===== src/rtl/defuzzificador_t2.sv =====
// Nie-Tan type-reduction and defuzzification of 3 type-2 rules: y = sum(w_i*C_i)/sum(w_i), w_i = UP_i+LOW_i.
// Latency: accept edge T -> valid_out at T+23 (T+4 when no rule contributes weight).
// Backpressure: one set in flight; ready_in low outside IDLE, result held in DONE until ready_out.
module defuzzificador_t2 #(
    parameter logic [7:0] C1           = 8'd0,
    parameter logic [7:0] C2           = 8'd128,
    parameter logic [7:0] C3           = 8'd255,
    parameter logic [7:0] SAIDA_PADRAO = 8'd128
) (
    input  logic        clk,
    input  logic        rst_n,
    input  logic        valid_in,
    output logic        ready_in,
    input  logic [31:0] MF_01_UP,
    input  logic [31:0] MF_01_LOW,
    input  logic [31:0] MF_02_UP,
    input  logic [31:0] MF_02_LOW,
    input  logic [31:0] MF_03_UP,
    input  logic [31:0] MF_03_LOW,
    input  logic        Ativo_1,
    input  logic        Ativo_2,
    input  logic        Ativo_3,
    output logic [7:0]  saida,
    output logic        sem_regra,
    output logic        valid_out,
    input  logic        ready_out
);

    typedef enum logic [1:0] {IDLE, ACC, DIV, DONE} state_t;

    state_t      state, state_n;
    logic [7:0]  up_r  [0:2];
    logic [7:0]  low_r [0:2];
    logic [2:0]  ativo_r;        // bit 0 = rule 1
    logic [1:0]  idx;
    logic [18:0] num;            // numerator, then reused as the quotient shift register
    logic [10:0] den;
    logic [11:0] rem;
    logic [4:0]  cnt;

    logic        accept;
    logic [8:0]  w_cur;
    logic [7:0]  c_cur;
    logic [18:0] prod;
    logic [10:0] den_add;
    logic [12:0] r_sh;
    logic        r_ge;
    logic [11:0] r_sub;

    // Degrees above 255 clip to full membership.
    function automatic logic [7:0] sat8(input logic [31:0] v);
        return (|v[31:8]) ? 8'hFF : v[7:0];
    endfunction

    assign accept = valid_in && ready_in && (state == IDLE);

    // Weight and centroid of the rule selected by idx; disabled rules weigh zero.
    always_comb begin
        w_cur = 9'd0;
        c_cur = 8'd0;
        case (idx)
            2'd0: begin
                c_cur = C1;
                if (ativo_r[0]) w_cur = {1'b0, up_r[0]} + {1'b0, low_r[0]};
            end
            2'd1: begin
                c_cur = C2;
                if (ativo_r[1]) w_cur = {1'b0, up_r[1]} + {1'b0, low_r[1]};
            end
            default: begin
                c_cur = C3;
                if (ativo_r[2]) w_cur = {1'b0, up_r[2]} + {1'b0, low_r[2]};
            end
        endcase
    end

    assign prod    = {10'd0, w_cur} * {11'd0, c_cur};
    assign den_add = den + {2'd0, w_cur};

    // One restoring step: shift in the next numerator bit, subtract if it fits.
    // The difference is below den, so 12 bits of it are enough.
    assign r_sh  = {rem, num[18]};
    assign r_ge  = (r_sh >= {2'b0, den});
    assign r_sub = r_sh[11:0] - {1'b0, den};

    // Next-state decode.
    always_comb begin
        state_n = state;
        case (state)
            IDLE: if (accept) state_n = ACC;
            ACC:  if (idx == 2'd2) state_n = DIV;
            DIV:  if ((cnt == 5'd0 && den == 11'd0) || cnt == 5'd19) state_n = DONE;
            DONE: if (ready_out) state_n = IDLE;
            default: state_n = IDLE;
        endcase
    end

    // State register; ready_in is registered so it stays low through the reset cycle.
    always_ff @(posedge clk) begin
        if (!rst_n) begin
            state    <= IDLE;
            ready_in <= 1'b0;
        end else begin
            state    <= state_n;
            ready_in <= (state_n == IDLE);
        end
    end

    // Datapath: capture, serial accumulate, divide, hold result.
    always_ff @(posedge clk) begin
        if (!rst_n) begin
            for (int k = 0; k < 3; k++) begin
                up_r[k]  <= 8'd0;
                low_r[k] <= 8'd0;
            end
            ativo_r   <= 3'd0;
            idx       <= 2'd0;
            num       <= 19'd0;
            den       <= 11'd0;
            rem       <= 12'd0;
            cnt       <= 5'd0;
            saida     <= 8'd0;
            sem_regra <= 1'b0;
            valid_out <= 1'b0;
        end else begin
            case (state)
                IDLE: if (accept) begin
                    up_r[0]  <= sat8(MF_01_UP);
                    low_r[0] <= sat8(MF_01_LOW);
                    up_r[1]  <= sat8(MF_02_UP);
                    low_r[1] <= sat8(MF_02_LOW);
                    up_r[2]  <= sat8(MF_03_UP);
                    low_r[2] <= sat8(MF_03_LOW);
                    ativo_r  <= {Ativo_3, Ativo_2, Ativo_1};
                    idx      <= 2'd0;
                    num      <= 19'd0;
                    den      <= 11'd0;
                    rem      <= 12'd0;
                    cnt      <= 5'd0;
                end
                ACC: begin
                    num <= num + prod;
                    den <= den_add;
                    idx <= idx + 2'd1;
                end
                DIV: begin
                    if (cnt == 5'd0 && den == 11'd0) begin
                        saida     <= SAIDA_PADRAO;
                        sem_regra <= 1'b1;
                        valid_out <= 1'b1;
                    end else if (cnt == 5'd19) begin
                        saida     <= num[7:0];
                        sem_regra <= 1'b0;
                        valid_out <= 1'b1;
                    end else begin
                        rem <= r_ge ? r_sub : r_sh[11:0];
                        num <= {num[17:0], r_ge};
                        cnt <= cnt + 5'd1;
                    end
                end
                DONE: if (ready_out) valid_out <= 1'b0;
                default: ;
            endcase
        end
    end

endmodule


===== config.mk =====
export PLATFORM = sky130hd
export DESIGN_NAME = defuzzificador_t2
export DESIGN_NICKNAME = d
export VERILOG_FILES = /design/src/rtl/defuzzificador_t2.sv
export SDC_FILE = /design/constraint.sdc
export NUM_CORES = 1
export LEC_CHECK = 0
export ABC_AREA = 1
export BUFFER_PORTS_ARGS = -buffer_cell sky130_fd_sc_hd__buf_4
export CAP_MARGIN = 25
export CORE_MARGIN = 1
export CORE_UTILIZATION = 45
export CTS_CLUSTER_SIZE = 16
export DETAILED_ROUTE_END_ITERATION = 6
export HOLD_SLACK_MARGIN = 0.06
export PLACE_DENSITY = 0.69
export SYNTH_ARGS = -nofsm -noshare
export SYNTH_HDL_FRONTEND = slang
export SYNTH_SLANG_ARGS = --single-unit

===== constraint.sdc =====
create_clock -name clk -period 8.8 [get_ports clk]
set_clock_uncertainty 0.05 [all_clocks]
set_input_delay 0.88 -clock clk [delete_from_list [all_inputs] [get_ports clk]]
set_output_delay 0.88 -clock clk [all_outputs]
set_load 0.01 [all_outputs]

After elaboration in Yosys (flattened, before gate mapping)

Memory sizes are Yosys's and may differ from the RTL's.
Index checks and enable logic that the tools add are counted.

Bits in writable memories: 48
Register bits after elaboration: 65
Output and inout port bits: 11
Memories: 2
Logic and storage cells: 118
Input bits: 199

Memories:

| name  | depth | bits a word | read ports | clocked after Yosys merged registers in | write ports | RTL line | source |
|---|---|---|---|---|---|---|---|
| low_r | 3     | 8           | 3          | 0                                       | 3           | 33       | `logic [7:0] low_r [0:2];` |
| up_r  | 3     | 8           | 3          | 0                                       | 3           | 32       | `logic [7:0] up_r [0:2];` |

Bitwise logic cells: 6
$mul: 1
Reductions and logical operators: 26
Add/sub/neg operators: 8
Order comparisons: 1
Mux-type cells: 52
Equality and inequality tests: 11

Operators by type and width:

| kind               | count |
|---|---|
| $reduce_or 24->1   | 6 |
| $mux 8             | 14 |
| $mux 19            | 3 |
| $pmux 19 s3        | 1 |
| $mux 12            | 4 |
| $add 8x8->9        | 3 |
| $mux 9             | 3 |
| $pmux 12 s2        | 1 |
| $pmux 11 s2        | 1 |
| $add 19x17->19     | 1 |
| $pmux 9 s2         | 1 |
| $mul 9x8->17       | 1 |
| $pmux 8 s2         | 1 |
| $mux 5             | 3 |
| $ge 13x11->1       | 1 |
| $sub 12x11->12     | 1 |
| $add 11x9->11      | 1 |
| $logic_not 11->1   | 1 |
| $mux 11            | 1 |
| $mux 1             | 10 |
| $mux 2             | 5 |
| $pmux 5 s2         | 1 |
| $ne 2x2->1 const B | 4 |
| $pmux 2 s4         | 1 |
| 18 further kinds   | 36 |

Depth between registers and ports, before layout

Word-level depth: 7
Mapped depth: 32
Gate-level depth less buffers: 32

Least setup slack after synthesis

OpenSTA, ideal clock, no wires.

Path kind: reg-to-reg
From: memory up_r[2][0] (netlist: up_r[0][16])
To: register num[14]
Stages on the path, launching flop included: 29
Data required time: 8680 ps
Arrival time: 5227 ps
Library setup time: 70 ps
Slack: 3453 ps
Period minus slack after synthesis: 5347 ps
Buffers on the path: 0
Cell sequence: edfxtp_1 -> ha_1 -> inv_1 -> fa_1 -> xnor2_1 -> inv_1 -> nor2_1 -> inv_1 -> o221ai_1 -> nand2_1 -> fa_1 -> inv_1 -> fa_1 -> fa_1 -> inv_1 -> fa_1 -> inv_1 -> ha_1 -> nand2_1 -> inv_1 -> a21oi_1 -> nand2_1 -> nand2_1 -> nand2_1 -> nand2_1 -> nand3_1 -> nand2_1 -> nand2_1 -> a21oi_1

RTL lines:

| element              | RTL line | source |
|---|---|---|
| from (decl)          | 32       |  |
| to (signal assigned) | 142      | `num <= num + prod;` |
| to (signal assigned) | 157      | `num <= {num[17:0], r_ge};` |
| to (decl)            | 36       | `logic [18:0] num;` |

Final worst setup path

From: register idx[0]
To: register num[14]

Word-level cells in the longest chain between the ends: 5
Elaborated cells between the ends (all ways): 7
Classes of those cells: add/sub (1); mul (1); eq/ne (1); mux (3); reduce/logical (1)

RTL lines:

| element                                              | RTL line | source |
|---|---|---|
| from (decl)                                          | 35       | `logic [1:0] idx;` |
| from (signal assigned)                               | 144      | `idx <= idx + 2'd1;` |
| $eq 2x1->1 / $logic_not 2->1 (equally long branches) | 61       | `case (idx)` |
| $pmux 9 s2 / $pmux 8 s2 (equally long branches)      | 61       |  |
| $mul 9x8->17 (*)                                     | 77       | `assign prod = {10'd0, w_cur} * {11'd0, c_cur};` |
| $add 19x17->19 (*)                                   | 142      |  |
| $pmux 19 s3 (*)                                      | 126      | `case (state)` |

Mark *: on every way between the ends. The rest lies on a longest branch, timed or not.
A chain may end at the register's enable or synchronous reset.

==> results.sh <==
export IMPL_min_period_ps=6010
export IMPL_seq_area_frac_synth_pct=27.2
export IMPL_clk_latency_ps=420
export IMPL_crit_start="idx[0]$_SDFFE_PN0P_"
export IMPL_start_kind="register"
export IMPL_clockRootBuffer="clkbuf_16"
export IMPL_synthArstFlopShare_pct=0
export IMPL_ctsResizeCount=0
export IMPL_io_buffers=209
export IMPL_multiInputGateArea_sq_um=6140
export IMPL_ant_nets=0
export IMPL_ir_worst_vdd_uv=96.3
export IMPL_synth_net_count=1711
export IMPL_p_leak_nw=6.63
export IMPL_yosysUniqueCellTypes=46
export IMPL_antenna_cells=0
export IMPL_worst_r2r_setup_slack_ps=2790
export IMPL_grt_setup_unrepaired="false"
export IMPL_ys_seq_elements=113
export IMPL_drc=0
export IMPL_nFillCells=2082
export IMPL_cts_buffers=17
export IMPL_required_ps=9090
export IMPL_final_max_slew_viol_count=0
export IMPL_totalPowerFinal_mw=1.58
export IMPL_power_density_nw_per_um2=127
export IMPL_vias=9413
export IMPL_final_cell_mix="nand2_1, inv_1, buf_4, a21oi_1, nand3_1"
export IMPL_layout_nets=1916
export IMPL_reg2reg_from="idx[0]$_SDFFE_PN0P_"
export IMPL_rows=54
export IMPL_synth_ff_type="dfxtp_1"
export IMPL_worstHoldPathType="reg2reg"
export IMPL_period_share_pct=68.3
export IMPL_cts_max_level=4
export IMPL_clock_sinks=113
export IMPL_gr_total_overflow=0
export IMPL_criticalPathCategory="reg2reg"
export IMPL_finalHoldViolCount=0
export IMPL_synthCells=1357
export IMPL_layout_commonest_cell="nand2_1"
export IMPL_max_stage_delay_ps=540
export IMPL_cts_hold_buf=0
export IMPL_post_cts_setup_buffers=0
export IMPL_wl_um=27400
export IMPL_ioPinCount=210
export IMPL_vias_per_cell=5.08
export IMPL_postLayoutCoreUtil_pct=57.1
export IMPL_fp_dieW_um=152
export IMPL_grt_start_max_net_pins=49
export IMPL_critPathArrivalTime_ps=6300
export IMPL_holdCritStartpoint="saida[2]$_SDFFE_PN0P_"
export IMPL_regArea_sq_um=2740
export IMPL_clk_pin_slew_ps=50
export IMPL_critical_path_max_fanout=6
export IMPL_initialDrtViolationCount=552
export IMPL_syn_area_sq_um=10100
export IMPL_cp_slowest_cell="fa_1"
export IMPL_grt_pass1_wl_um=44500
export IMPL_fmax_mhz=166
export IMPL_start_util_pct=46.0
export IMPL_gp_congestion=0.898
export IMPL_place_hpwl_um=22100
export IMPL_place_ws_ps=2800
export IMPL_antenna_found_initial=0
export IMPL_firstDrtPassIters=5
export IMPL_cap_violations=0
export IMPL_layout_drive_gt1_share_pct=16.8
export IMPL_dieHeight_um=152
export IMPL_fp_dieArea_sq_um=23000
export IMPL_avgSynthCellArea_sq_um=7.42
export IMPL_setup_viol=0
export IMPL_tightest_slew_ps=949
export IMPL_routedWlPerCell_um=14.8
export IMPL_synth_enable_flop_cells=48
export IMPL_core_sq_um=21900
export IMPL_cts_buffer_depth=2
export IMPL_area_delta_synth_final_pct=24.2
export IMPL_worst_slack_ps=2790
export IMPL_crit_path_end_kind="register"
export IMPL_first_global_vias=9154
export IMPL_yosysWarnings=0
export IMPL_tns_ps=0
export IMPL_tritoncts="built"
export IMPL_outcome="finished, final reports clean"
export IMPL_track_usage_pct=25.0
export IMPL_hold_slack_ps=412
export IMPL_relSlewSlack_pct=36.4
[metrics by stage]
stage,instance area (sq um),cells
after floorplan,10100,1357
after global placement,11900,1822
after detailed placement,11900,1823
after CTS,12500,1854
after global routing,12500,1854
final,12500,1854
[cell families after synthesis]
| kind of cell | count (synthesis) | synth area share (%) |
|---|---|---|
| compound gates | 205 | 11.2 |
| buf+inv | 309 | 11.9 |
| fa+ha+maj | 155 | 23.9 |
| flops | 113 | 27.2 |
| simple gates | 562 | 24.7 |
| xor+xnor | 13 | 1.13 |
[Yosys cell counts, types with 2 or more instances]
cell type  instances  area (sq um)
buf_2              6          30.0
nor4_1            37           231
a21boi_0           5          37.5
a21oi_1          133           666
nor2_1            68           255
o21ai_0           33           165
and2_1             2          12.5
nand3_1           95           475
edfxtp_1          48          1440
a31oi_1            3          18.8
inv_1            280          1050
or2_2             10          62.6
nand3b_1           7          52.6
nor3_1            11          55.1
fa_1              62          1240
nand2_2            2          12.5
a21o_1             3          22.5
o21a_1             2          15.0
nand4_1           19           119
inv_2              2          7.51
buf_1              3          11.3
dfxtp_1           65          1300
nor2_2             2          12.5
clkbuf_1          14          52.6
a22o_1             5          43.8
o21bai_1           3          22.5
ha_1              93          1160
o22ai_1            3          18.8
o211ai_1          10          75.1
nand2_1          302          1130
xnor2_1            7          61.3
buf_6              3          33.8
xor2_1             6          52.6
[registers in the layout, indices dropped and copies added, names as in the netlist, 3 cells and up]
signal and count:
saida 8, cnt 5, low_r 24, up_r 24
rem 12, num 19, ativo_r 3, den 11
[final timing paths]
kind	endpoint	cells after the start
setup / recovery	num[14]$_SDFFE_PN0P_	29
hold / removal	saida[2]$_SDFFE_PN0P_	2
setup reg to reg	num[14]$_SDFFE_PN0P_	29
hold reg to reg	saida[2]$_SDFFE_PN0P_	2
[power by group]
part | total, mW | switching [mW] | internal (mW)
sequential | 0.589 | 0.0111 | 0.578
combinational | 0.272 | 0.152 | 0.120
clock | 0.721 | 0.251 | 0.470
total | 1.58 | 0.414 | 1.17
[critical path, delay by kind of cell, from the launching register on]
family / cells / cell delay (ps)
adder cells (fa/ha/maj): 6 / 2700
AND/OR/NAND/NOR: 12 / 1610
buffers and inverters: 8 / 760
AO/OA/AOI/OAI: 3 / 430
flip-flops: 1 / 370
[final cells by class]
cell class              count  share of cell area, %
repair buffers            213                   12.9
well taps                 280                   2.80
flip-flops and latches    113                   21.9
clock buffers              20                   3.49
multi-input cells         935                   49.1
inverters                 282                   8.46
clock inverters            11                   1.31
[metal layers]
| layer | share of wire (%) | up-vias | global-route usage (%) |
|---|---|---|---|
| met4 | 2.1 | 0 | 7.38 |
| met1 | 45 | 4259 | 32.5 |
| met5 | 0 | - | 0 |
| li1 | - | 4814 | - |
| met2 | 48 | 304 | 43.1 |
| met3 | 5.0 | 36 | 3.17 |
Note: power is estimated with default switching activity, not from simulation.
